[config.mk]
export PLATFORM = sky130hd
export DESIGN_NAME = dco_tune_ctrl
export DESIGN_NICKNAME = d
export VERILOG_FILES = /design/src/rtl/dco_tune_ctrl.sv
export SDC_FILE = /design/constraint.sdc
export NUM_CORES = 1
export LEC_CHECK = 0
export BUFFER_PORTS_ARGS = -buffer_cell sky130_fd_sc_hd__clkbuf_2
export CELL_PAD_IN_SITES_DETAIL_PLACEMENT = 1
export CELL_PAD_IN_SITES_GLOBAL_PLACEMENT = 2
export CORE_ASPECT_RATIO = 0.6
export CORE_MARGIN = 2
export CORE_UTILIZATION = 36
export CTS_BUF_LIST = sky130_fd_sc_hd__clkbuf_4 sky130_fd_sc_hd__clkbuf_8 sky130_fd_sc_hd__clkbuf_16
export CTS_CLUSTER_DIAMETER = 40
export DETAILED_ROUTE_END_ITERATION = 12
export PLACE_DENSITY_LB_ADDON = 0.15
export SLEW_MARGIN = 10
export SYNTH_ARGS = -nofsm -noshare
export SYNTH_HDL_FRONTEND = slang
export SYNTH_SLANG_ARGS = --single-unit
[constraint.sdc]
create_clock -name i_clk -period 7 [get_ports i_clk]
set_input_delay 1.4 -clock i_clk [delete_from_list [all_inputs] [get_ports i_clk]]
set_output_delay 1.4 -clock i_clk [all_outputs]
set_load 0.01 [all_outputs]
[src/rtl/dco_tune_ctrl.sv]
// dco_tune_ctrl
// ---------------------------------------------------------------------------
// Loop controller sitting directly in front of the ADPLL's DCO. It filters the
// early/late votes from the bang-bang phase detector, steps a tuning index,
// drives the DCO tuning word and enable, sequences start-up and flags lock.
//
// Optional feature (macro DCO_TUNE_CTRL_THERM_EN):
//   defined     -> o_lambda is thermometer coded (bits 0..idx set)
//   not defined -> o_lambda is one-hot (only bit idx set)
//   Index, lock and all timing are identical in both builds.
//
// Ports:
//   i_clk     reference clock, all logic on its rising edge
//   i_rst     synchronous active-high reset
//   i_en      loop enable
//   i_up      PD vote: DCO slow, raise frequency
//   i_dn      PD vote: DCO fast, lower frequency
//   o_lambda  DCO tuning word (decode of o_idx)
//   o_e       DCO enable
//   o_idx     current tuning index
//   o_locked  lock indicator
//   o_state   FSM state for debug (0 IDLE, 1 SETTLE, 2 TRACK)
//
// Handshake: there is no valid/ready flow here; i_up/i_dn are sampled on every
// rising edge while in TRACK, and all outputs are registered.
// ---------------------------------------------------------------------------
module dco_tune_ctrl #(
    parameter int N_TUNE   = 10,
    parameter int INIT_IDX = 4,
    parameter int SETTLE   = 8,
    parameter int FILT     = 2,
    parameter int LOCK_CNT = 4
) (
    input  logic              i_clk,
    input  logic              i_rst,
    input  logic              i_en,
    input  logic              i_up,
    input  logic              i_dn,
    output logic [N_TUNE-1:0] o_lambda,
    output logic              o_e,
    output logic [3:0]        o_idx,
    output logic              o_locked,
    output logic [1:0]        o_state
);

    localparam int IDX_W = 4;
    localparam int V_W   = $clog2(FILT + 1) + 1;
    localparam int SET_W = $clog2(SETTLE + 1);
    localparam int LCK_W = $clog2(LOCK_CNT + 1);

    localparam logic signed [V_W-1:0] V_POS = V_W'(FILT);
    localparam logic signed [V_W-1:0] V_NEG = V_W'(-FILT);

    typedef enum logic [1:0] {
        S_IDLE   = 2'd0,
        S_SETTLE = 2'd1,
        S_TRACK  = 2'd2
    } state_t;

    // Last step direction
    localparam logic [1:0] DIR_NONE = 2'b00;
    localparam logic [1:0] DIR_UP   = 2'b01;
    localparam logic [1:0] DIR_DN   = 2'b10;

    function automatic logic [N_TUNE-1:0] f_decode(input logic [IDX_W-1:0] idx);
        logic [N_TUNE-1:0] d;
        d = '0;
        for (int i = 0; i < N_TUNE; i++) begin
`ifdef DCO_TUNE_CTRL_THERM_EN
            d[i] = (i <= int'(idx));
`else
            d[i] = (i == int'(idx));
`endif
        end
        return d;
    endfunction

    state_t                  r_state;
    logic [IDX_W-1:0]        r_idx;
    logic [N_TUNE-1:0]       r_lambda;
    logic                    r_e;
    logic                    r_locked;
    logic signed [V_W-1:0]   r_v;
    logic [SET_W-1:0]        r_settle;
    logic [LCK_W-1:0]        r_lock_cnt;
    logic [1:0]              r_last_dir;

    logic signed [V_W-1:0]   w_v_next;
    logic                    w_step_up;
    logic                    w_step_dn;
    logic [1:0]              w_dir;
    logic [IDX_W-1:0]        w_idx_next;

    // Vote filter and index step decision, evaluated from the current votes
    // so the step lands on the same edge that completes the count.
    always_comb begin
        w_v_next = r_v;
        if (i_up && !i_dn) begin
            w_v_next = r_v + V_W'(1);
        end else if (i_dn && !i_up) begin
            w_v_next = r_v - V_W'(1);
        end
        w_step_up  = (w_v_next == V_POS);
        w_step_dn  = (w_v_next == V_NEG);
        w_dir      = w_step_up ? DIR_UP : DIR_DN;
        w_idx_next = r_idx;
        if (w_step_up && r_idx != IDX_W'(N_TUNE - 1)) begin
            w_idx_next = r_idx + IDX_W'(1);
        end else if (w_step_dn && r_idx != '0) begin
            w_idx_next = r_idx - IDX_W'(1);
        end
    end

    always_ff @(posedge i_clk) begin
        if (i_rst) begin
            r_state    <= S_IDLE;
            r_idx      <= IDX_W'(INIT_IDX);
            r_lambda   <= f_decode(IDX_W'(INIT_IDX));
            r_e        <= 1'b0;
            r_locked   <= 1'b0;
            r_v        <= '0;
            r_settle   <= '0;
            r_lock_cnt <= '0;
            r_last_dir <= DIR_NONE;
        end else if (r_state != S_IDLE && !i_en) begin
            // Disable wins over any step pending this cycle.
            r_state    <= S_IDLE;
            r_idx      <= IDX_W'(INIT_IDX);
            r_lambda   <= f_decode(IDX_W'(INIT_IDX));
            r_e        <= 1'b0;
            r_locked   <= 1'b0;
            r_v        <= '0;
            r_settle   <= '0;
            r_lock_cnt <= '0;
            r_last_dir <= DIR_NONE;
        end else begin
            case (r_state)
                S_IDLE: begin
                    if (i_en) begin
                        r_state  <= S_SETTLE;
                        r_e      <= 1'b1;
                        r_settle <= '0;
                    end
                end
                S_SETTLE: begin
                    // Votes ignored while the DCO settles.
                    if (r_settle == SET_W'(SETTLE - 1)) begin
                        r_state <= S_TRACK;
                        r_v     <= '0;
                    end else begin
                        r_settle <= r_settle + SET_W'(1);
                    end
                end
                S_TRACK: begin
                    if (w_step_up || w_step_dn) begin
                        // Saturated steps still clear v and count for lock.
                        r_idx      <= w_idx_next;
                        r_lambda   <= f_decode(w_idx_next);
                        r_v        <= '0;
                        r_last_dir <= w_dir;
                        if (r_last_dir == DIR_NONE) begin
                            r_lock_cnt <= r_lock_cnt;
                        end else if (r_last_dir != w_dir) begin
                            if (r_lock_cnt != LCK_W'(LOCK_CNT)) begin
                                r_lock_cnt <= r_lock_cnt + LCK_W'(1);
                            end
                            if (r_lock_cnt == LCK_W'(LOCK_CNT - 1)) begin
                                r_locked <= 1'b1;
                            end
                        end else begin
                            r_lock_cnt <= '0;
                            r_locked   <= 1'b0;
                        end
                    end else begin
                        r_v <= w_v_next;
                    end
                end
                default: begin
                    r_state <= S_IDLE;
                end
            endcase
        end
    end

    assign o_lambda = r_lambda;
    assign o_e      = r_e;
    assign o_idx    = r_idx;
    assign o_locked = r_locked;
    assign o_state  = r_state;

endmodule

==> results_dict.tcl, run 1 <==
set metrics [dict create \
    status "complete, no violations" \
    syn_inst 201 \
    drtIter0Drc 59 \
    post-cts-setup-buffers 0 \
    synth_top_family_by_area "simple AND/OR/NAND/NOR gates" \
    nets 240 \
    drc 0 \
    totalWireLength_um 4330 \
    crit_required_ns 7.22 \
    die_w_um 91.8 \
    worstMarginPinSlew_ns 0.574 \
    htreeDepth 2 \
    path_clk_slew_ns 0.06 \
    synth-seq-area-share_pct 36.0 \
    synthFlopType "dfxtp_1" \
    critPathMaxFanout 6 \
    hold_viol_final 0 \
    detail-route-antenna-nets 0 \
    synth_edf_count 0 \
    clk_path_buf_depth 2 \
    io_pins 23 \
    vdd.ir_drop.worst_mv 0.0671 \
    core.rowCount 19 \
    end_kind "flop" \
    arrival_ns 3.50 \
    hpwl_um 3310 \
    p_leak_nw 0.727 \
    fp.dieH_um 56.7 \
    synth_xor_area_share_pct 3.68 \
    antenna_found_initial 0 \
    vias_per_cell 5.26 \
    p_per_area_nw_per_um2 176 \
    fin_tns_setup_ns 0 \
    fmax_mhz 305 \
    netlist_area_sq_um 1670 \
    clock_sinks 30 \
    yosysWarnings 0 \
    postSynthAreaPerCell_sq_um 8.29 \
    final_cell_mix "dfxtp_1 (30), nor2_1 (23), clkbuf_2 (22)" \
    track_usage_pct 18.2 \
    rsz0062_at_grt "no" \
    grt_pass1_wl_um 7510 \
    finalCritPeriodShare_pct 46.9 \
    clock_skew_ns 0.00139 \
    wl_per_cell_um 14.9 \
    cts_hold_buf 0 \
    finalSetupViolCount 0 \
    synthesis.nets 215 \
    port_buffers 22 \
    core-area_sq_um 4520 \
    drive_above_1_share_pct 18.1 \
    cts.repair.resized 0 \
    grt_max_degree 21 \
    dieArea_sq_um 5210 \
    critPathLaunchType "input port" \
    yosys.area_share.simple_pct 27.5 \
    grt_pass1_vias 1528 \
    worstSkewPairLatency_ns 0.28 \
    antenna_cells 0 \
    layout_commonest_cell "dfxtp_1" \
    async_reset_ff_share_pct 0 \
    maxCapViolCount 0 \
    root_buffer "clkbuf_8" \
    finalWeightedCongestion 0.906 \
    area_growth_pct 16.4 \
    num_vias 1526 \
    start_util_pct 36.9 \
    min_path_type "flop to flop" \
    final_util_pct 42.9 \
    synthAdderAreaFrac_pct 6.76 \
    cts_tree "built" \
    synth_compound_area_share_pct 22.5 \
    overflow 0 \
    ys_types 48 \
    cts_inserted_buffers 5 \
    drt-pass1-iter-count 4 \
    path_class "input port to flop" \
    timing.final.crit_period_ns 3.28 \
    synthMuxAreaShare_pct 0.601 \
    yosys_register_bits 30 \
    relSlewSlack_pct 61.6 \
    maxSlewViolCount 0 \
]
## metrics by stage
step                      total power [mW]  worst slack, ns  hold WS (ns)  std cells  instance area, sq um
after CTS                            0.345             3.71         0.451        290                  1940
after global routing                 0.355             3.55         0.484        290                  1940
after global placement               0.197             3.54         0.437        282                  1840
after floorplan                      0.191             3.85         0.463        201                  1670
after detailed placement             0.198             3.43         0.442        282                  1840
final                                0.340             3.72         0.447        290                  1940
## cell type report
class,count,area [sq um]
fillers,561,2580
multi-input cells,158,1020
flip-flops and latches,30,601
repair buffers,23,118
clock buffers,6,82.6
well taps,63,78.8
inverters,8,30.0
clock inverters,2,12.5
## logic make-up (layout without fill, tap and decap cells)
| kind of cell | after synthesis | in the layout |
|---|---|---|
| buffers and inverters | 13 | 39 |
| DFF | 30 | 30 |
| and+or+nand+nor | 87 | 87 |
| muxes | 1 | 1 |
| AOI/OAI and AO/OA | 54 | 54 |
| adders and majority gates | 9 | 9 |
| xor gates and xnor gates | 7 | 7 |
## cells in the mapped netlist, types with 5 or more instances
cell | number | share of area [%]
a21oi_1 | 12 | 3.6
a31oi_1 | 5 | 1.9
clkbuf_1 | 5 | 1.1
dfxtp_1 | 30 | 36
ha_1 | 9 | 6.8
inv_1 | 8 | 1.8
nand2_1 | 21 | 4.7
nand2b_1 | 5 | 1.9
nand3_1 | 5 | 1.5
nor2_1 | 23 | 5.2
nor2b_1 | 5 | 1.9
o21ai_1 | 8 | 2.4
## layer usage
metal	routed length, um	track usage (%)	vias up
li1	-	-	783
met5	0	0	-
met3	167	4.56	5
met2	1740	26.1	26
met1	2390	26.9	712
met4	40	5.33	0
## power by group
| group | switching (mW) | internal (mW) | total, mW |
|---|---|---|---|
| combinational | 0.0131 | 0.00743 | 0.0206 |
| sequential | 0.00156 | 0.172 | 0.174 |
| clock | 0.0673 | 0.0789 | 0.146 |
## worst max-delay path: stages
cell      delay (ns)
clkbuf_2        0.13
and3b_1         0.23
or3_1           0.42
nand2_1         0.22
mux2i_1         0.35
xnor2_1         0.19
or3_1           0.42
o21ai_1         0.14
## sequential cells by signal, indices dropped and copies added, names as in the netlist
| name | count |
|---|---|
| o_locked | 1 |
| r_lock_cnt | 3 |
| o_idx | 4 |
| r_last_dir | 2 |
| r_settle | 4 |
| o_lambda | 10 |
| o_state | 2 |
| r_v | 3 |
| o_e | 1 |
## path summary, 6_finish.rpt
kind	startpoint	endpoint	slack, ns	cells past startpoint
max reg2reg	r_v[0]$_SDFFE_PP0P_	o_lambda[2]$_SDFFE_PP0P_	4.27	9
max	i_dn	o_lambda[2]$_SDFFE_PP0P_	3.72	8
min	o_lambda[3]$_SDFFE_PP0P_	o_lambda[3]$_SDFFE_PP0P_	0.45	2
min reg2reg	o_lambda[3]$_SDFFE_PP0P_	o_lambda[3]$_SDFFE_PP0P_	0.45	2
(Power assumes the default switching activity.)
==> run 2, diff against run 1 <==
Settings changed: CORE_UTILIZATION 36 to 30.
Clock period 7 ns to 2.9 ns, I/O delays scaled along.
==> run 2 against run 1 <==
Compared with the run above:
- hold slack gained 0.012 ns
- sequential power is 140% higher
- sequential share of layout area fell by 0.89 points
- clock skew increased by 0.0012 ns
- non-clock buffer count up 4
- global-route usage shrank 1.5 points
- total power grew to 2.7 times the previous value
- final cell count increased by 2.1%
- via count rose by 4.6%
- clock-buffer cell count stayed put
- worst setup slack lost 3.5 ns
==> results_dict.tcl, run 2 (synthesis gave the netlist of run 1 again) <==
set metrics [dict create \
    power_frac_clock_pct 48.2 \
    p_per_area_nw_per_um2 453 \
    critPathLaunchType "flop" \
    maxCapViolCount 0 \
    arrival_ns 2.92 \
    p_sw_mw 0.197 \
    io_pins 23 \
    maxSlewViolCount 0 \
    dp.cells 289 \
    status "complete, no violations" \
    swShare_pct 21.8 \
    rr_startpoint "r_v[0]$_SDFFE_PP0P_" \
    vias_per_cell 5.39 \
    start_util_pct 32.0 \
    finalWeightedCongestion 0.858 \
    path_class "flop to flop" \
    end_kind "flop" \
    timing.final.crit_period_ns 2.70 \
    cts_tree "built" \
    ff2ff_setup_slack_ns 0.20 \
    drive_above_1_share_pct 20.0 \
    clk_path_buf_depth 2 \
    dieArea_sq_um 6190 \
    hpwl_um 3680 \
    detail-route-antenna-nets 0 \
    finalCritPeriodShare_pct 93.1 \
    die_w_um 100 \
    fp.dieH_um 61.7 \
    track_usage_pct 16.7 \
    num_vias 1596 \
    largest_reg_flops 10 \
    hold_viol_final 0 \
    p_int_mw 0.708 \
    layout_commonest_cell "dfxtp_1" \
    grt_pass1_wl_um 7800 \
    post-cts-setup-buffers 0 \
    drt-pass1-iter-count 4 \
    port_buffers 22 \
    overflow 0 \
    hold_depth 2 \
    area.sequential_sq_um 601 \
    final_cell_mix "dfxtp_1 (30), nor2_1 (22), clkbuf_2 (22)" \
    htreeDepth 2 \
    fmax_mhz 370 \
    reg2reg_depth 9 \
    fillers 651 \
    grt_max_degree 21 \
    critPathMaxFanout 6 \
    r2r-end "o_lambda[6]$_SDFFE_PP0P_" \
    path_clk_slew_ns 0.07 \
    clock_sinks 30 \
    drc 0 \
    vdd.ir_drop.worst_mv 0.168 \
    worstSkewPairLatency_ns 0.28 \
    root_buffer "clkbuf_8" \
    fin_tns_setup_ns 0 \
    finalSetupViolCount 0 \
    area_growth_pct 19.8 \
    grt_pass1_vias 1572 \
    hold_path.startpoint "o_lambda[2]$_SDFFE_PP0P_" \
    relSlewSlack_pct 61.4 \
    clock_skew_ns 0.00256 \
    combinationalPowerShare_pct 5.5 \
    antenna_cells 0 \
    min_path_type "flop to flop" \
    p_leak_nw 0.754 \
    antenna_found_initial 0 \
    core-area_sq_um 5200 \
    core.rowCount 20 \
    seqPwrFrac_pct 46.3 \
    wl_per_cell_um 16.0 \
    rsz0062_at_grt "no" \
    stdcell_count 296 \
    worstMarginPinSlew_ns 0.576 \
    min_to "o_lambda[2]$_SDFFE_PP0P_" \
    drtIter0Drc 81 \
    nets 244 \
    crit_required_ns 3.12 \
    cts_inserted_buffers 5 \
    multi_input_comb_area_sq_um 1020 \
    totalWireLength_um 4750 \
]
-- run 2: power groups by stage --
stage | sequential (mW) | combinational [mW] | clock, mW
2_1_floorplan | 0.429 | 0.0319 | 0
3_3_place_gp | 0.428 | 0.0478 | 0
3_5_place_dp | 0.428 | 0.0499 | 0
4_1_cts | 0.419 | 0.0500 | 0.449
5_1_grt | 0.419 | 0.0561 | 0.463
6_report | 0.419 | 0.0499 | 0.436
-- run 2: area by class of cell --
type	count	share of cell area, %
clock buffers	6	4.14
clock inverters	1	1.50
inverters	8	1.50
multi-input cells	158	51.3
flip-flops and latches	30	30.1
well taps	66	4.14
repair buffers	27	7.39
-- run 2: worst max-delay path, stage by stage (launching register included) --
cell and delay [ns]:
dfxtp_1 0.42, inv_1 0.12, ha_1 0.22, and3b_1 0.22, or3_1 0.37, nand2_1 0.22, mux2i_2 0.31, xnor2_1 0.17
or3_1 0.43, o21ai_1 0.15
-- run 2: how the worst max path moves through the flow --
stage,start,to,slack (ns),cells after the start
after floorplan,r_v[0]$_SDFFE_PP0P_,o_lambda[2]$_SDFFE_PP0P_,0.52,9
after global placement,i_dn,o_lambda[0]$_SDFFE_PP0P_,0.27,8
after detailed placement,i_dn,o_lambda[0]$_SDFFE_PP0P_,0.15,8
after CTS,r_v[0]$_SDFFE_PP0P_,o_lambda[0]$_SDFFE_PP0P_,0.14,9
after global routing,r_v[0]$_SDFFE_PP0P_,o_lambda[2]$_SDFFE_PP0P_,0.01,9
final,r_v[0]$_SDFFE_PP0P_,o_lambda[6]$_SDFFE_PP0P_,0.20,9
-- run 2: through the flow --
stage | hold slack, ns | setup WS [ns] | area, sq um | power (mW) | utilization (%)
floorplan | 0.463 | 0.518 | 1670 | 0.461 | -
global placement | 0.438 | 0.270 | 1880 | 0.476 | 36.1
detailed placement | 0.452 | 0.149 | 1880 | 0.478 | 36.1
CTS | 0.462 | 0.137 | 1990 | 0.918 | 38.2
global route | 0.487 | 0.0110 | 2000 | 0.938 | 38.4
finish | 0.459 | 0.199 | 2000 | 0.905 | 38.4
-- run 2: per-layer routing --
metal	GRT usage [%]	up-vias	wire, um
li1	-	782	-
met3	4.14	6	189
met5	0	-	0
met1	22.1	781	2420
met4	5.28	0	57
met2	27.6	27	2080
-- run 2: what timing repair did --
action | CTS | global route
hold endpoints to repair | 0 | 0
setup endpoints to repair | 0 | 8
resized for setup | 0 | 2
hold buffers | 0 | 0
